$ cat src/rtl/rv_alu_pkg.sv
// Shared ALU encodings, op classes and the ID/EX control bundle
// for the execute front end.
package rv_alu_pkg;

  localparam logic [3:0] ALU_AND = 4'b0000;
  localparam logic [3:0] ALU_OR  = 4'b0001;
  localparam logic [3:0] ALU_ADD = 4'b0010;
  localparam logic [3:0] ALU_SUB = 4'b0110;
  localparam logic [3:0] ALU_SLT = 4'b0111;
  localparam logic [3:0] ALU_NOR = 4'b1100;

  typedef enum logic [1:0] {
    OPC_LS = 2'b00,
    OPC_BR = 2'b01,
    OPC_R  = 2'b10,
    OPC_I  = 2'b11
  } opc_e;

  localparam logic [2:0] F3_ADD = 3'b000;
  localparam logic [2:0] F3_SLT = 3'b010;
  localparam logic [2:0] F3_OR  = 3'b110;
  localparam logic [2:0] F3_AND = 3'b111;

  typedef struct packed {
    logic [3:0] aluop;
    logic       illegal;
    logic       is_branch;
    logic       alu_src;
    logic       reg_write;
  } id_ex_t;

endpackage

$ cat src/rtl/alu_ctrl.sv
// Combinational ALU control: op class, funct3 and bit 30 map to
// the 4-bit ALU code plus an illegal-combination flag.
module alu_ctrl
  import rv_alu_pkg::*;
(
  input  logic [1:0] i_op_class,
  input  logic [2:0] i_funct3,
  input  logic       i_funct7_5,
  output logic [3:0] o_aluop,
  output logic       o_illegal
);

  logic w_is_r;

  assign w_is_r = (i_op_class == OPC_R);

  always_comb begin
    o_aluop   = ALU_ADD;
    o_illegal = 1'b0;
    unique case (i_op_class)
      OPC_LS: o_aluop = ALU_ADD;
      OPC_BR: o_aluop = ALU_SUB;
      default: begin
        // I-type has no SUB; bit 30 only selects it for R-type
        unique case (i_funct3)
          F3_ADD: o_aluop = (w_is_r && i_funct7_5) ? ALU_SUB : ALU_ADD;
          F3_AND: o_aluop = ALU_AND;
          F3_OR:  o_aluop = ALU_OR;
          F3_SLT: o_aluop = ALU_SLT;
          default: begin
            o_aluop   = ALU_ADD;
            o_illegal = 1'b1;
          end
        endcase
      end
    endcase
  end

endmodule

$ cat src/rtl/id_ex_stage.sv
// ID/EX pipeline register with valid/ready handshake, flush,
// operand forwarding and stall-time WB refresh.
module id_ex_stage
  import rv_alu_pkg::*;
#(
  parameter int XLEN = 64,
  parameter int REGW = 5
) (
  input  logic            clk,
  input  logic            rst,
  input  logic            flush,
  input  logic            id_valid,
  output logic            id_ready,
  input  logic [1:0]      id_op_class,
  input  logic [2:0]      id_funct3,
  input  logic            id_funct7_5,
  input  logic            id_alu_src,
  input  logic            id_reg_write,
  input  logic [REGW-1:0] id_rs1,
  input  logic [REGW-1:0] id_rs2,
  input  logic [REGW-1:0] id_rd,
  input  logic [XLEN-1:0] id_rs1_data,
  input  logic [XLEN-1:0] id_rs2_data,
  input  logic [XLEN-1:0] id_imm,
  input  logic            mem_fwd_we,
  input  logic [REGW-1:0] mem_fwd_rd,
  input  logic [XLEN-1:0] mem_fwd_data,
  input  logic            wb_we,
  input  logic [REGW-1:0] wb_rd,
  input  logic [XLEN-1:0] wb_data,
  output logic            ex_valid,
  input  logic            ex_ready,
  output logic [XLEN-1:0] ex_in1,
  output logic [XLEN-1:0] ex_in2,
  output logic [3:0]      ex_aluop,
  output logic [REGW-1:0] ex_rd,
  output logic            ex_reg_write,
  output logic            ex_is_branch,
  output logic [XLEN-1:0] ex_rs2_val,
  output logic            ex_illegal
);

  logic            r_valid;
  id_ex_t          r_ctrl;
  logic [REGW-1:0] r_rs1;
  logic [REGW-1:0] r_rs2;
  logic [REGW-1:0] r_rd;
  logic [XLEN-1:0] r_rs1_data;
  logic [XLEN-1:0] r_rs2_data;
  logic [XLEN-1:0] r_imm;

  logic            w_load;
  logic            w_hold;
  logic [3:0]      w_aluop;
  logic            w_illegal;
  id_ex_t          w_ctrl_d;
  logic            w_wb_rs1;
  logic            w_wb_rs2;
  logic [XLEN-1:0] w_rs1_fwd;
  logic [XLEN-1:0] w_rs2_fwd;

  alu_ctrl u_alu_ctrl (
    .i_op_class (id_op_class),
    .i_funct3   (id_funct3),
    .i_funct7_5 (id_funct7_5),
    .o_aluop    (w_aluop),
    .o_illegal  (w_illegal)
  );

  assign id_ready = !r_valid || ex_ready;
  assign w_load   = id_valid && id_ready;
  assign w_hold   = r_valid && !ex_ready;

  always_comb begin
    w_ctrl_d           = '0;
    w_ctrl_d.aluop     = w_aluop;
    w_ctrl_d.illegal   = w_illegal;
    w_ctrl_d.is_branch = (id_op_class == OPC_BR);
    w_ctrl_d.alu_src   = id_alu_src;
    w_ctrl_d.reg_write = id_reg_write;
  end

  assign w_wb_rs1 = wb_we && (wb_rd == r_rs1) && (r_rs1 != '0);
  assign w_wb_rs2 = wb_we && (wb_rd == r_rs2) && (r_rs2 != '0);

  always_ff @(posedge clk) begin
    if (rst) begin
      r_valid    <= 1'b0;
      r_ctrl     <= '0;
      r_rs1      <= '0;
      r_rs2      <= '0;
      r_rd       <= '0;
      r_rs1_data <= '0;
      r_rs2_data <= '0;
      r_imm      <= '0;
    end else begin
      if (flush)
        r_valid <= 1'b0;
      else if (w_load)
        r_valid <= 1'b1;
      else if (ex_ready)
        r_valid <= 1'b0;

      if (w_load) begin
        r_ctrl     <= w_ctrl_d;
        r_rs1      <= id_rs1;
        r_rs2      <= id_rs2;
        r_rd       <= id_rd;
        r_rs1_data <= id_rs1_data;
        r_rs2_data <= id_rs2_data;
        r_imm      <= id_imm;
      end else if (w_hold) begin
        // a result retiring from WB mid-stall would otherwise be lost
        if (w_wb_rs1)
          r_rs1_data <= wb_data;
        if (w_wb_rs2)
          r_rs2_data <= wb_data;
      end
    end
  end

  function automatic logic [XLEN-1:0] fwd(
    input logic [REGW-1:0] rs,
    input logic [XLEN-1:0] val,
    input logic            m_we,
    input logic [REGW-1:0] m_rd,
    input logic [XLEN-1:0] m_d,
    input logic            w_we,
    input logic [REGW-1:0] w_rd,
    input logic [XLEN-1:0] w_d
  );
    if (rs == '0)
      return '0;
    if (m_we && (m_rd == rs))
      return m_d;
    if (w_we && (w_rd == rs))
      return w_d;
    return val;
  endfunction

  assign w_rs1_fwd = fwd(r_rs1, r_rs1_data,
                         mem_fwd_we, mem_fwd_rd, mem_fwd_data,
                         wb_we, wb_rd, wb_data);
  assign w_rs2_fwd = fwd(r_rs2, r_rs2_data,
                         mem_fwd_we, mem_fwd_rd, mem_fwd_data,
                         wb_we, wb_rd, wb_data);

  assign ex_valid     = r_valid;
  assign ex_in1       = w_rs1_fwd;
  assign ex_in2       = r_ctrl.alu_src ? r_imm : w_rs2_fwd;
  assign ex_rs2_val   = w_rs2_fwd;
  assign ex_aluop     = r_ctrl.aluop;
  assign ex_rd        = r_rd;
  assign ex_reg_write = r_ctrl.reg_write && r_valid;
  assign ex_is_branch = r_ctrl.is_branch;
  assign ex_illegal   = r_ctrl.illegal;

endmodule

$ cat config.mk
export PLATFORM = sky130hd
export DESIGN_NAME = id_ex_stage
export DESIGN_NICKNAME = d
export VERILOG_FILES = /design/src/rtl/rv_alu_pkg.sv /design/src/rtl/alu_ctrl.sv /design/src/rtl/id_ex_stage.sv
export SDC_FILE = /design/constraint.sdc
export NUM_CORES = 1
export LEC_CHECK = 0
export CORE_AREA = 2 2 220 222
export DETAILED_ROUTE_END_ITERATION = 16
export DIE_AREA = 0 0 222 224
export PLACE_DENSITY_LB_ADDON = 0.2
export SLEW_MARGIN = 0
export SYNTH_ARGS = -nofsm -noshare
export SYNTH_HDL_FRONTEND = slang
export SYNTH_HIERARCHICAL = 1
export SYNTH_SLANG_ARGS = --single-unit
$ cat constraint.sdc
create_clock -name clk -period 2.13 [get_ports clk]
set_clock_uncertainty 0.1 [all_clocks]
set_input_delay 0.426 -clock clk [delete_from_list [all_inputs] [get_ports clk]]
set_output_delay 0.426 -clock clk [all_outputs]
set_load 0.02 [all_outputs]
==> key figures <==
Run status
  • Status: finished, violations left
  • Failing checks: setup timing

Global route
  • GRT Total Usage: 27.8%
  • Initial antenna violation count: 15
  • First-pass GRT wire length: 106,000 um
  • GRT Residual Overflow: 0
  • Largest net degree at the start of global routing: 59
  • Vias in the first global route: 17.5k

Die
  • FP Rows: 80
  • Initial Utilization: 26.3%
  • Top-Level Pins: 566
  • Die boundary height: 224 um
  • Core Footprint: 47,300 um^2
  • Die Wd: 222 um
  • Die area: 49,700 um^2

Yosys
  • Post-synth net total: 2,092
  • Avg Inst Size Synth: 7.18 um^2
  • Largest family of logic cells by synthesized area: compound AO/OA/AOI/OAI gates
  • Yosys top cell area share: 34.8%
  • Synth area leader: dfxtp_1
  • Synth Area in Compound Gates: 28.0%
  • Cell variety after synth: 36
  • Area of the mapped netlist: 12,400 um^2
  • FF+latch count, synth: 216
  • Adder-cell share of the synthesized area: 0%
  • Sequential fraction of the synthesis area: 34.8%
  • Most used DFF post-synth: dfxtp_1
  • Mapped Cells: 1,732
  • Mux cell area share after synthesis: 5.15%
  • Post-synth ARST share: 0%
  • Synth top area cells: dfxtp_1, nand2_1, a21oi_1
  • Post-synth EDFFs: 0
  • Synth Area in Simple Gates: 23.9%
  • Post-synthesis xor/xnor area fraction: 1.41%
  • Synth warn: 6

Pwr
  • Maximum vdd drop: 0.495 mV
  • Total power: 14.9 mW
  • Power Density: 516 nW/um^2
  • Leakage: 10.8 nW

Final layout
  • Nets: 2,983
  • Area delta synth->final: 132%
  • Fill cells: 3,909
  • Commonest non-fill, non-tap cell in the layout: nand2_1
  • Final Core Density: 60.9%
  • Design area: 28,900 um^2
  • Layout cells sized above 1: 45.1%
  • Highest-count cells in the layout ignoring fill and taps: nand2_1, clkdlybuf4s50_1, buf_4

STA
  • Pins Over Slew Limit: 0
  • Slew margin rel.: 60.6%
  • Hold Slack: 214 ps
  • Fmax: 315 MHz
  • Slew @ Worst Pin: 591 ps
  • Endpoints failing setup: 268
  • Tmin final: 3170 ps
  • RSZ-0062 raised after global routing: yes
  • Final worst setup slack: -1040 ps
  • Final hold vios: 0
  • Final worst path period share: 149%

Routing
  • DR vias/cell: 5.33
  • DRC violations left: 0
  • Routed wire length: 77,000 um
  • Drt first-iter violations: 1,364
  • DR vias: 17.4k
  • DR WL/cell: 23.5 um
  • First-pass DRT Iterations: 5
  • Post-route ant nets: 0

Placed design
  • HPWL Detailed: 52,600 um
  • RePlAce Congestion: 0.896
  • I/O Buffers: 565
  • Placed cell area: 24,500 um^2

Min path
  • Hold path startpoint: rst
  • HP Class: primary input to register

Clocking
  • Depth of the CTS H-tree: 1
  • Root Buffer: clkbuf_16
  • Clock latency at the later pin of the worst-skew pair: 570 ps
  • Max Root-Sink Buffers: 3
  • Sink Count: 216
  • Worst-path clk slew: 60 ps
  • CTS tree: built
  • TritonCTS Buffers: 29

Critical path
  • Req. time, crit path: 1600 ps
  • Endpoint type of the worst setup path: primary output
  • Minimum setup slack among reg-to-reg paths: -190 ps
  • Reg2reg start: r_rs2[0]
  • Crit. Startpoint: r_rs1[0]
  • CP Class: register to primary output
  • Worst endpoint data arrival time: 2650 ps
  • Critical Path Source Type: register
  • Crit path max fanout: 7

Run
  • Max-cap viol count: 0
[kinds of logic after synthesis]
family	after synthesis
buf+inv	183
mux	64
other cells	1
simple gates	696
flops	216
xor+xnor	20
compound gates	552
[routing by layer]
| metal | up-vias | wire (um) | track usage (%) |
|---|---|---|---|
| li1 | 7979 | - | - |
| met1 | 8523 | 31100 | 33.7 |
| met2 | 765 | 37700 | 47.4 |
| met3 | 171 | 5160 | 6.41 |
| met4 | 6 | 2940 | 11.8 |
| met5 | - | 38 | 0 |
[worst max-delay path, cell delays in order (launching register included)]
cell,delay (ps)
dfxtp_4,370
xor2_4,160
nor4_4,310
and2_4,220
buf_6,100
buf_12,130
buf_12,130
buf_4,110
mux2i_1,180
buf_4,140
a21oi_2,50
buf_4,160
[repair_timing]
action / in CTS / in global routing
setup buffers: 120 / 76
hold buffers: 0 / 0
pin swaps: 108 / 144
gates cloned: 12 / 17
resized for setup: 1033 / 358
endpoints found under the setup margin: 277 / 316
[area by class of cell]
class	instances	area (um^2)	share of cell area (%)
diodes	12	30.0	0.104
clock inverters	12	96.3	0.334
well taps	615	769	2.67
multi-input cells	1333	11300	39.3
clock buffers	40	817	2.83
repair buffers	1041	11400	39.6
inverters	2	7.51	0.0260
flip-flops and latches	216	4350	15.1
[sequential cells by signal, summed over array words and instances (netlist names)]
signal        count
ex_valid          1
ex_rd             5
r_imm            64
ex_aluop          4
r_rs1             5
ex_illegal        1
r_ctrl            2
r_rs1_data       64
ex_is_branch      1
r_rs2_data       64
r_rs2             5
[power by group]
part           total [mW]  switching (mW)  internal (mW)
Sequential           4.51           0.214           4.29
Clock                4.79            2.01           2.79
Combinational        5.59            2.72           2.87
[through the flow]
stage          worst slack, ps  TNS [ps]  instances
6_report                 -1040   -180630       3271
3_5_place_dp             -1400   -313310       3006
3_3_place_gp             -1350   -305080       3006
2_1_floorplan             -177    -15220       1732
4_1_cts                  -1110   -188430       3188
5_1_grt                  -1120   -206790       3271
[Yosys cell counts (2+ instances only)]
cell type    n
o31ai_1     64
xor2_1      10
a211oi_1    64
and3_1      64
buf_4       13
mux2i_1     64
buf_1       14
nor2_1     121
inv_1        2
o21ai_0     64
buf_2       32
buf_6        9
a22oi_1     78
nand2_1    385
nand4_1      2
a311oi_1    50
and4_1       3
dfxtp_1    216
clkbuf_1   113
xnor2_1     10
nor3_1      67
a21oi_1    230
nand3_1     40
and2_1       5
[path summary, 6_finish.rpt]
path,endpoint,depth (start not counted)
worst max-delay path,ex_in1[9],11
worst min register to register,ex_is_branch,2
worst max register to register,r_rs2_data[8],9
worst min-delay path,ex_aluop[1],2
Power figures use the tool's default switching activity.
